**config.mk**
```make
export PLATFORM = sky130hd
export DESIGN_NAME = regfile_wb_ctrl
export DESIGN_NICKNAME = d
export VERILOG_FILES = /design/src/rtl/regfile_pkg.sv /design/src/rtl/regfile_wb_arb.sv /design/src/rtl/regfile_wb_ctrl.sv
export SDC_FILE = /design/constraint.sdc
export NUM_CORES = 1
export LEC_CHECK = 0
export ABC_AREA = 0
export CELL_PAD_IN_SITES_DETAIL_PLACEMENT = 1
export CELL_PAD_IN_SITES_GLOBAL_PLACEMENT = 1
export CORE_ASPECT_RATIO = 1.25
export CORE_MARGIN = 8
export CORE_UTILIZATION = 36
export DETAILED_ROUTE_END_ITERATION = 10
export PLACE_DENSITY_LB_ADDON = 0.08
export SYNTH_ARGS = -nofsm -noshare
export SYNTH_HDL_FRONTEND = slang
export SYNTH_SLANG_ARGS = --single-unit
```
**constraint.sdc**
```tcl
create_clock -name clk -period 8.4 [get_ports clk]
set_clock_uncertainty 0.1 [all_clocks]
set_input_delay 0.84 -clock clk [delete_from_list [all_inputs] [get_ports clk]]
set_output_delay 0.84 -clock clk [all_outputs]
set_load 0.005 [all_outputs]
```
**src/rtl/regfile_pkg.sv**
```systemverilog
// regfile_pkg: shared widths and write-back source encoding for the register file write-back slice
package regfile_pkg;
    localparam int AW   = 5;
    localparam int DW   = 32;
    localparam int NREG = 2 ** AW;
    typedef enum logic {
        SRC_ALU = 1'b0,
        SRC_MEM = 1'b1
    } src_e;
endpackage

```
**src/rtl/regfile_wb_arb.sv**
```systemverilog
// rr_arb2: two-requester round-robin arbiter
//  clk, reset : clock and synchronous active-high reset
//  req[1:0]   : requests, bit index is src_e (ALU=0, MEM=1)
//  gnt[1:0]   : combinational one-hot grant, zero while reset is high
module rr_arb2
    import regfile_pkg::*;
(
    input  logic       clk,
    input  logic       reset,
    input  logic [1:0] req,
    output logic [1:0] gnt
);
    // ptr holds the last granted source; on a tie the other one wins
    src_e ptr;
    always_comb gnt = reset ? 2'b00 : (req == 2'b11) ? ((ptr == SRC_MEM) ? 2'b01 : 2'b10) : req;
    always_ff @(posedge clk) begin
        if (reset)
            ptr <= SRC_MEM;
        else if (|gnt)
            ptr <= gnt[1] ? SRC_MEM : SRC_ALU;
    end
endmodule

```
**src/rtl/regfile_wb_ctrl.sv**
```systemverilog
// regfile_wb_ctrl: write-back arbiter and hazard scoreboard for the 32x32 register file
//  iss_*      : issue request (rs, rt, rd) and combinational stall
//  alu_*      : ALU write-back valid/ready/addr/data
//  mem_*      : load write-back valid/ready/addr/data
//  rf_we/a3/wd: registered write port to reg_file (WE3/A3/WD3)
//  busy       : registered scoreboard, bit r = write to r pending
//  wb_orphan  : registered pulse for a granted write to a non-busy nonzero register
module regfile_wb_ctrl #(
    parameter int AW = regfile_pkg::AW,
    parameter int DW = regfile_pkg::DW
) (
    input  logic              clk,
    input  logic              reset,
    input  logic              iss_valid,
    input  logic [AW-1:0]     iss_rs,
    input  logic [AW-1:0]     iss_rt,
    input  logic [AW-1:0]     iss_rd,
    output logic              iss_stall,
    input  logic              alu_valid,
    output logic              alu_ready,
    input  logic [AW-1:0]     alu_addr,
    input  logic [DW-1:0]     alu_data,
    input  logic              mem_valid,
    output logic              mem_ready,
    input  logic [AW-1:0]     mem_addr,
    input  logic [DW-1:0]     mem_data,
    output logic              rf_we,
    output logic [AW-1:0]     rf_a3,
    output logic [DW-1:0]     rf_wd,
    output logic [2**AW-1:0]  busy,
    output logic              wb_orphan
);
    localparam int NR = 2 ** AW;
    logic [1:0]    gnt;
    logic          grant;
    logic [AW-1:0] g_addr;
    logic [DW-1:0] g_data;
    logic          accept;
    logic [NR-1:0] set_v;
    logic [NR-1:0] clr_v;
    logic [NR-1:0] busy_nx;
    rr_arb2 u_arb (
        .clk   (clk),
        .reset (reset),
        .req   ({mem_valid, alu_valid}),
        .gnt   (gnt)
    );
    always_comb begin
        alu_ready = gnt[0];
        mem_ready = gnt[1];
        grant     = |gnt;
        g_addr    = gnt[1] ? mem_addr : alu_addr;
        g_data    = gnt[1] ? mem_data : alu_data;
        iss_stall = reset | (iss_valid & (busy[iss_rs] | busy[iss_rt] | busy[iss_rd]));
        accept    = iss_valid & ~iss_stall;
        set_v     = (accept && iss_rd != '0) ? (NR'(1) << iss_rd) : '0;
        clr_v     = rf_we ? (NR'(1) << rf_a3) : '0;
        // set is applied after clear so a same-edge reissue keeps the register busy
        busy_nx   = ((busy & ~clr_v) | set_v) & ~NR'(1);
    end
    always_ff @(posedge clk) begin
        if (reset) begin
            rf_we     <= 1'b0;
            rf_a3     <= '0;
            rf_wd     <= '0;
            busy      <= '0;
            wb_orphan <= 1'b0;
        end else begin
            rf_we     <= grant && g_addr != '0;
            wb_orphan <= grant && g_addr != '0 && !busy[g_addr];
            busy      <= busy_nx;
            if (grant) begin
                rf_a3 <= g_addr;
                rf_wd <= g_data;
            end
        end
    end
endmodule

```
==> run summary <==
Status -> complete, no violations
Slew HR -> 34.5%
Max-cap violations -> 0
Combinational power share -> 22.4%
CP Buf/Inv Count -> 2
Ys async rst share -> 0%
Crit-path leading delay family -> buffers and inverters
Cell area after synthesis -> 4780 sq um
Die area -> 17200 sq um
CP max stage cell -> clkdlybuf4s50_1
TritonCTS clock tree -> yes
Most Frequent Cell on Critical Path -> clkdlybuf4s50_1
Class of the worst hold path -> flip-flop to flip-flop
IO Port Bufs -> 166
Synth Flop Type -> dfxtp_1
DR WL/cell -> 22.9 um
Vias in the first global route -> 5537
Ys Warns -> 0
Crit path capture type -> output port
Share of cells above drive strength 1 -> 9.74%
Vias per std cell -> 5.92
Internal power -> 0.664 mW
Die Span X -> 119 um
RSZ-0062 raised after global routing -> false
Total GRT Usage -> 22.8%
Post-Route Utilization -> 51.5%
GRT overflow -> 0
Final Critical Period -> 5360 ps
Synth Net Count -> 652
Nets -> 787
Post-CTS Resized -> 0
Clock Tree Buf Depth -> 2
Clk root buf -> clkbuf_16
Pleak -> 2.33 nW
Final WL -> 19.9 mm
ANT cells -> 0
Worst setup SP type -> primary input
Critical Path RT -> 7460 ps
Die height -> 145 um
# rows -> 47
DR iter-0 viols -> 330
TritonCTS buffer count -> 9
Final hold violation count -> 0
#FFs+latches synth -> 71
Synth cell types -> 56
Largest net degree at the start of global routing -> 51
Setup_tns -> 0 ps
Critical Setup Path Class -> primary input to output port
1st-pass router iterations -> 5
Slew Viols, Final -> 0
EDFF count, synth -> 0
Drc violations -> 0
Area growth, synth to finish -> 41.4%
H-Tree Depth -> 3
Initial antenna violation count -> 0
Dpl hpwl -> 14.6 mm
Crit path max fanout -> 32
Clk slew on worst S/H paths -> 60 ps
Antenna-violating nets left -> 0
Critical path cell sequence -> clkdlybuf4s50_1, mux4_1, mux4_2, a32oi_1, nand4b_1, or4_4, a21o_2, clkdlybuf4s50_1
Final Cycle Share -> 63.8%
Seq pwr share -> 39.6%
Worst VDD drop -> 81.5 uV
Post-synthesis sequential area ratio -> 29.7%
Core area -> 13100 sq um
Worst Max-Slew Pin Slew -> 979 ps
Post-CTS setup buffers -> 0
Max Freq -> 186 MHz
CTS Hold Bufs -> 0
Vias after detailed routing -> 5144
Max incr delay on CP -> 710 ps
Routability congestion estimate -> 0.859
I/O pins -> 168
Fill count -> 1520
PwrDens -> 139 nW/um^2
Initial Util -> 36.4%
Global-route wire length before repair -> 31.1 mm
Final setup violation count -> 0
Psw -> 0.276 mW
Clock share of power -> 38.0%
Cells after Synth -> 558
Switching Share -> 29.3%
Clk_lat worst skew -> 340 ps
CP arrival -> 4420 ps
Avg Cell Area, Syn -> 8.56 sq um
Sink Count -> 71
## cell families after synthesis
family	count (synthesis)	synth area share, %
AND/OR/NAND/NOR	200	20.0
buffers and inverters	53	4.87
AO/OA/AOI/OAI	156	24.6
multiplexers	77	20.8
flip-flops	71	29.7
other	1	0.0785
## synthesized netlist by cell type, types with 3 or more instances
cell | n | area, sq um
a22oi_1 | 4 | 30.0
inv_1 | 6 | 22.5
and3_1 | 3 | 18.8
nor2_1 | 57 | 214
nor3_1 | 5 | 25.0
o21ai_1 | 12 | 60.1
buf_6 | 4 | 45.0
dfxtp_1 | 71 | 1420
o21ai_2 | 18 | 158
a2111oi_0 | 4 | 35.0
nand3b_1 | 4 | 30.0
a21boi_0 | 4 | 30.0
nand3_1 | 40 | 200
o211ai_1 | 19 | 143
mux4_2 | 12 | 270
nand4_1 | 3 | 18.8
clkbuf_1 | 32 | 120
a211oi_1 | 46 | 345
a21oi_1 | 9 | 45.0
nand2b_1 | 14 | 87.6
a311oi_1 | 5 | 43.8
o21ai_0 | 6 | 30.0
a221o_1 | 3 | 30.0
mux4_1 | 4 | 105
o2bb2ai_1 | 6 | 52.6
nand2_1 | 50 | 188
nor2b_1 | 13 | 81.3
mux2i_1 | 56 | 561
buf_1 | 10 | 37.5
mux2_2 | 5 | 56.3
## cells in the final DEF (no fill, tap or decap), types with 4 or more instances in the layout
| master | count |
|---|---|
| clkdlybuf4s50_1 | 165 |
| dfxtp_1 | 71 |
| nor2_1 | 57 |
| mux2i_1 | 56 |
| nand2_1 | 49 |
| a211oi_1 | 46 |
| nand3_1 | 40 |
| o211ai_1 | 19 |
| o21ai_2 | 18 |
| nand2b_1 | 14 |
| nor2b_1 | 13 |
| mux4_2 | 12 |
| o21ai_1 | 12 |
| a21oi_1 | 9 |
| clkbuf_16 | 9 |
| inv_1 | 6 |
| o21ai_0 | 6 |
| o2bb2ai_1 | 6 |
| mux2_2 | 5 |
| a311oi_1 | 5 |
| buf_4 | 5 |
| a21boi_0 | 4 |
| a22oi_1 | 4 |
| nand3b_1 | 4 |
| a2111oi_0 | 4 |
| mux4_1 | 4 |
| nor3_1 | 4 |
## per-layer routing
| layer | track usage (%) | share of wire, % | vias up |
|---|---|---|---|
| met2 | 39.1 | 47 | 227 |
| met1 | 26.1 | 42 | 2499 |
| met5 | 0 | 0 | - |
| met4 | 7.74 | 2.2 | 0 |
| li1 | - | - | 2381 |
| met3 | 7.80 | 8.7 | 37 |
## worst paths after layout
kind                                          endpoint                    from  slack [ps]  cells after the start
worst max-delay path                         iss_stall               iss_rt[0]        3040                      8
worst min-delay path            u_arb.ptr$_SDFFE_PP1P_  u_arb.ptr$_SDFFE_PP1P_         440                      1
worst max register to register     busy[31]$_SDFF_PP0_     busy[26]$_SDFF_PP0_        5470                      6
worst min register to register  u_arb.ptr$_SDFFE_PP1P_  u_arb.ptr$_SDFFE_PP1P_         440                      1
## registers in the layout (all words and copies together) (netlist names)
name	count
u_arb.ptr	1
wb_orphan	1
rf_we	1
rf_a3	5
busy	31
rf_wd	32
## per-stage QoR
stage / std cells / worst slack, ps / hold slack, ps / cell area [sq um] / power (mW)
after floorplan: 558 / 4480 / 378 / 4780 / 0.480
after global placement: 853 / 3150 / 387 / 6480 / 0.585
after detailed placement: 853 / 3080 / 417 / 6480 / 0.589
after CTS: 869 / 3070 / 440 / 6760 / 0.948
after global routing: 869 / 2910 / 481 / 6760 / 0.979
final: 869 / 3040 / 438 / 6760 / 0.940
## power groups by stage
stage	clock network, mW	registers, mW	logic, mW
finish	0.357	0.372	0.211
global route	0.377	0.374	0.228
CTS	0.364	0.372	0.213
detailed placement	0	0.378	0.211
global placement	0	0.377	0.207
floorplan	0	0.373	0.106
## worst reg2reg max path, stage by stage (launching register included)
cell	delay, ps
dfxtp_1	440
mux4_1	550
mux4_2	470
a32oi_1	210
nand4b_1	120
or4_4	680
o21ai_0	270
## cell type report
class / instances / area, sq um / area share [%]
Sequential cell: 71 / 1420 / 21.0
Clock inverter: 7 / 47.5 / 0.704
Timing Repair Buffer: 171 / 1690 / 25.1
Tap cell: 171 / 214 / 3.17
Clock buffer: 9 / 225 / 3.33
Multi-Input combinational cell: 434 / 3130 / 46.4
Inverter: 6 / 22.5 / 0.333
Note: power is estimated with default switching activity, not from simulation.
==> edit 1 (same settings) <==
The package constant `DW` goes from 32 to 40.
--- a/src/rtl/regfile_pkg.sv
+++ b/src/rtl/regfile_pkg.sv
@@ -1,7 +1,7 @@
 // regfile_pkg: shared widths and write-back source encoding for the register file write-back slice
 package regfile_pkg;
     localparam int AW   = 5;
-    localparam int DW   = 32;
+    localparam int DW   = 40;
     localparam int NREG = 2 ** AW;
     typedef enum logic {
         SRC_ALU = 1'b0,
Ports: changed (resized alu_data, mem_data and rf_wd); port bits go from 168 to 192. No check against the original RTL was run, so the function may have changed too.
==> edit 1 against the unedited design <==
  * Utilization grew 0.57 points
  * Routed wire length grew 11%
  * Count of clock-buffer cells in the layout grew 2
  * Final area grew 9.2%
  * Combinational power grew 12%
  * Register-to-register slack lost 0.13 ns
  * Worst setup slack gained 0.045 ns
  * Synthesized area grew 7.3%
  * Non-clock buffer count grew 24
  * Sequential cell count grew 8
  * Critical path depth is the same
  * Total power grew 14%
==> edit 1: results (changes against the unedited design) <==
- Clk cell area share: 0.04257 (was 0.04037)
- First-pass GRT wire length: 34,070 µm (was 31,060 µm)
- Routed len/inst: 23.62 µm (was 22.88 µm)
- Vias: 5,497 (was 5,144)
- # port buffers: 190 (was 166)
- Fill cells: 1,643 (was 1,520)
- Area growth, synth to finish: 43.84% (was 41.40%)
- Final worst setup slack: 3.083 ns (was 3.038 ns)
- Final net count: 859 (was 787)
- VDD IR max: 0.09476 mV (was 0.08146 mV)
- PwrDens: 145.8 nW/µm² (was 139.1 nW/µm²)
- Dpl hpwl: 16,320 µm (was 14,630 µm)
- Compound-Gate Fraction of Synth Area: 0.2408 (was 0.2459)
- DR vias/cell: 5.898 (was 5.919)
- Mux cell area share after synthesis: 0.2091 (was 0.2076)
- Vias in the first global route: 6,023 (was 5,537)
- Top cells by area, synth: dfxtp_1 (31%), mux2i_1 (12%), a211oi_1 (7.9%) (was dfxtp_1 (30%), mux2i_1 (12%), a211oi_1 (7.2%))
- Sw Ratio: 0.2727 (was 0.2933)
- First-pass detailed-route iteration total: 4 (was 5)
- Layout cells sized above 1: 0.08753 (was 0.09742)
- FFs & Latches: 79 (was 71)
- Data buffer area share: 0.2622 (was 0.2507)
- Post-DP Area: 7063 µm² (was 6484 µm²)
- Count of cell types in the netlist: 57 (was 56)
- P_comb: 0.000236 W (was 0.000211 W)
- Status: finished, final reports clean (unchanged)
- Clock group power: 0.000425 W (was 0.000357 W)
- Lkg Pwr: 2.554 nW (was 2.326 nW)
- Commonest cells post-synth: dfxtp_1 (79), nor2_1 (65), mux2i_1 (64), a211oi_1 (54), nand2_1 (50) (was dfxtp_1 (71), nor2_1 (57), mux2i_1 (56), nand2_1 (50), a211oi_1 (46))
- Reg2Reg Setup Slack: 5.34 ns (was 5.47 ns)
- Final RePlAce weighted congestion: 0.9036 (was 0.8594)
## edit 1: changes by cell type after synthesis
cell	delta
dfxtp_1	+8
buf_1	-7
nor2_1	+8
mux2i_1	+8
a211oi_1	+8
buf_2	+4
clkbuf_1	+7
## edit 1: final timing paths
kind                                        startpoint                endpoint  depth (start not counted)
worst min-delay path            u_arb.ptr$_SDFFE_PP1P_  u_arb.ptr$_SDFFE_PP1P_                          1
worst max register to register  u_arb.ptr$_SDFFE_PP1P_    wb_orphan$_SDFF_PP0_                          7
worst max-delay path                         iss_rt[0]               iss_stall                          8
worst min register to register  u_arb.ptr$_SDFFE_PP1P_  u_arb.ptr$_SDFFE_PP1P_                          1
## edit 1: per-layer routing
metal / up-vias / global-route usage / share of wire
li1: 2556 / - / -
met1: 2669 / 0.2735 / 0.40
met2: 225 / 0.3827 / 0.47
met3: 47 / 0.08230 / 0.093
met4: 0 / 0.1148 / 0.033
met5: - / 0 / 0
==> edit 2 (config.mk and constraints unchanged) <==
Without the edit above. Reset style: asynchronous (`reset`), changed in 2 clocked blocks. Comments in the files are not updated.
--- a/src/rtl/regfile_wb_arb.sv
+++ b/src/rtl/regfile_wb_arb.sv
@@ -13,7 +13,7 @@
     // ptr holds the last granted source; on a tie the other one wins
     src_e ptr;
     always_comb gnt = reset ? 2'b00 : (req == 2'b11) ? ((ptr == SRC_MEM) ? 2'b01 : 2'b10) : req;
-    always_ff @(posedge clk) begin
+    always_ff @(posedge clk or posedge reset) begin
         if (reset)
             ptr <= SRC_MEM;
         else if (|gnt)
--- a/src/rtl/regfile_wb_ctrl.sv
+++ b/src/rtl/regfile_wb_ctrl.sv
@@ -58,7 +58,7 @@
         // set is applied after clear so a same-edge reissue keeps the register busy
         busy_nx   = ((busy & ~clr_v) | set_v) & ~NR'(1);
     end
-    always_ff @(posedge clk) begin
+    always_ff @(posedge clk or posedge reset) begin
         if (reset) begin
             rf_we     <= 1'b0;
             rf_a3     <= '0;
Behaviour: differs if reset is asserted again (counterexample within 4 cycles, from zero or initial values and one cycle with reset high); with reset held inactive, the same outputs for 4 cycles.
==> edit 2 against the unedited design <==
  * Global-route usage grew 0.12 points
  * Sequential cell count stayed put
  * Synthesized area fell by 8.6%
  * Worst setup slack improved by 0.37 ns
  * Via count decreased by 12%
  * Routed wire length decreased by 8.2%
  * Final area decreased by 5.1%
  * Maximum frequency grew 7.4%
  * Worst hold slack got worse by 0.064 ns
  * First-iteration DRC count is 47% lower
  * Register-to-register slack worse by 0.07 ns
  * Utilization increased by 1.9 points
Power is not compared: it rests on default switching activity, and its combinational part moved more than twofold at a synthesized area within 25%.
==> edit 2: results (changes against the unedited design) <==
- Status: finished, final reports clean (unchanged)
- Final RePlAce weighted congestion: 0.8882 (was 0.8594)
- Ys async rst share: 1.000 (was 0)
- Count of cell types in the netlist: 55 (was 56)
- Layout cells sized above 1: 0.1037 (was 0.09742)
- Fill cells: 1,363 (was 1,520)
- Multi-input gate area: 2432 µm² (was 3132 µm²)
- Compound-Gate Fraction of Synth Area: 0.2057 (was 0.2459)
- Mux cell area share after synthesis: 0.1541 (was 0.2076)
- GRT Util Overall: 0.2296 (was 0.2283)
- Multi-input gates: 357 (was 434)
- First-pass detailed-route iteration total: 4 (was 5)
- Data buffer area share: 0.2627 (was 0.2507)
- Dpl hpwl: 13,620 µm (was 14,630 µm)
- Vias: 4,544 (was 5,144)
- CP max stage delay: 0.86 ns (was 0.71 ns)
- Initial DRC Count: 176 (was 330)
- Critical Path AT: 4.05 ns (was 4.42 ns)
- Met2 Use GR: 0.3928 (was 0.3905)
- Top cells by area, synth: dfrtp_1 (40%), mux4_2 (10%), nand2_1 (9.1%) (was dfxtp_1 (30%), mux2i_1 (12%), a211oi_1 (7.2%))
- Routed len/inst: 23.37 µm (was 22.88 µm)
- Synth Net Count: 558 (was 652)
- Vias in the first global route: 4,960 (was 5,537)
- Clk cell area share: 0.04625 (was 0.04037)
- Met3 GRT Util: 0.07407 (was 0.07803)
- Crit-path max FO: 29 (was 32)
- GR met1 Demand/Resource: 0.2414 (was 0.2609)
- Final net count: 706 (was 787)
- Sequential fraction of total cell area: 0.2773 (was 0.2104)
- Post-DRT Antenna Nets: 0 (unchanged)
- Sequential element share of the synthesized area: 0.4070 (was 0.2975)
- Non-clk bufs: 169 (was 171)
- First-pass GRT wire length: 28,240 µm (was 31,060 µm)
edit 2: cell count changes after synthesis, moves of 9 or more:
cell / change
nor2_1: -37
o21ai_0: +43
buf_1: -9
a211oi_1: -39
nand3_1: -35
mux2i_1: -45
o211ai_1: -19
nand2_1: +56
dfrtp_1: +70
a22oi_1: +28
nand2b_1: -11
clkbuf_1: -14
dfxtp_1: -71
o21ai_2: -18
edit 2: worst paths after layout:
path / from / end / slack (ns) / cells past startpoint
worst min-delay path: rf_wd[1]$_DFFE_PP0P_ / rf_wd[1]$_DFFE_PP0P_ / 0.37 / 2
worst max register to register: u_arb.ptr$_DFFE_PP1P_ / wb_orphan$_DFF_PP0_ / 5.40 / 7
min in group asynchronous: reset / rf_wd[7]$_DFFE_PP0P_ / 0.93 / 2
worst min register to register: rf_wd[1]$_DFFE_PP0P_ / rf_wd[1]$_DFFE_PP0P_ / 0.37 / 2
max in group asynchronous: reset / wb_orphan$_DFF_PP0_ / 6.25 / 3
worst max-delay path: iss_rd[1] / iss_stall / 3.41 / 9
edit 2: per-stage QoR:
stage / setup WS, ns / instances / area (µm²) / power (W)
5_1_grt: 3.251 / 781 / 6411 / 0.001806
3_5_place_dp: 3.422 / 765 / 6115 / 0.001335
3_3_place_gp: 3.560 / 765 / 6115 / 0.001307
2_1_floorplan: 4.116 / 464 / 4368 / 0.0008732
6_report: 3.408 / 781 / 6411 / 0.001723
4_1_cts: 3.413 / 781 / 6411 / 0.001723
edit 2: layer usage:
layer | routed length, µm | share of wire | up-vias
li1 | - | - | 2020
met3 | 1758 | 0.096 | 59
met2 | 9077 | 0.50 | 242
met5 | 0 | 0 | -
met4 | 839 | 0.046 | 0
met1 | 6577 | 0.36 | 2223
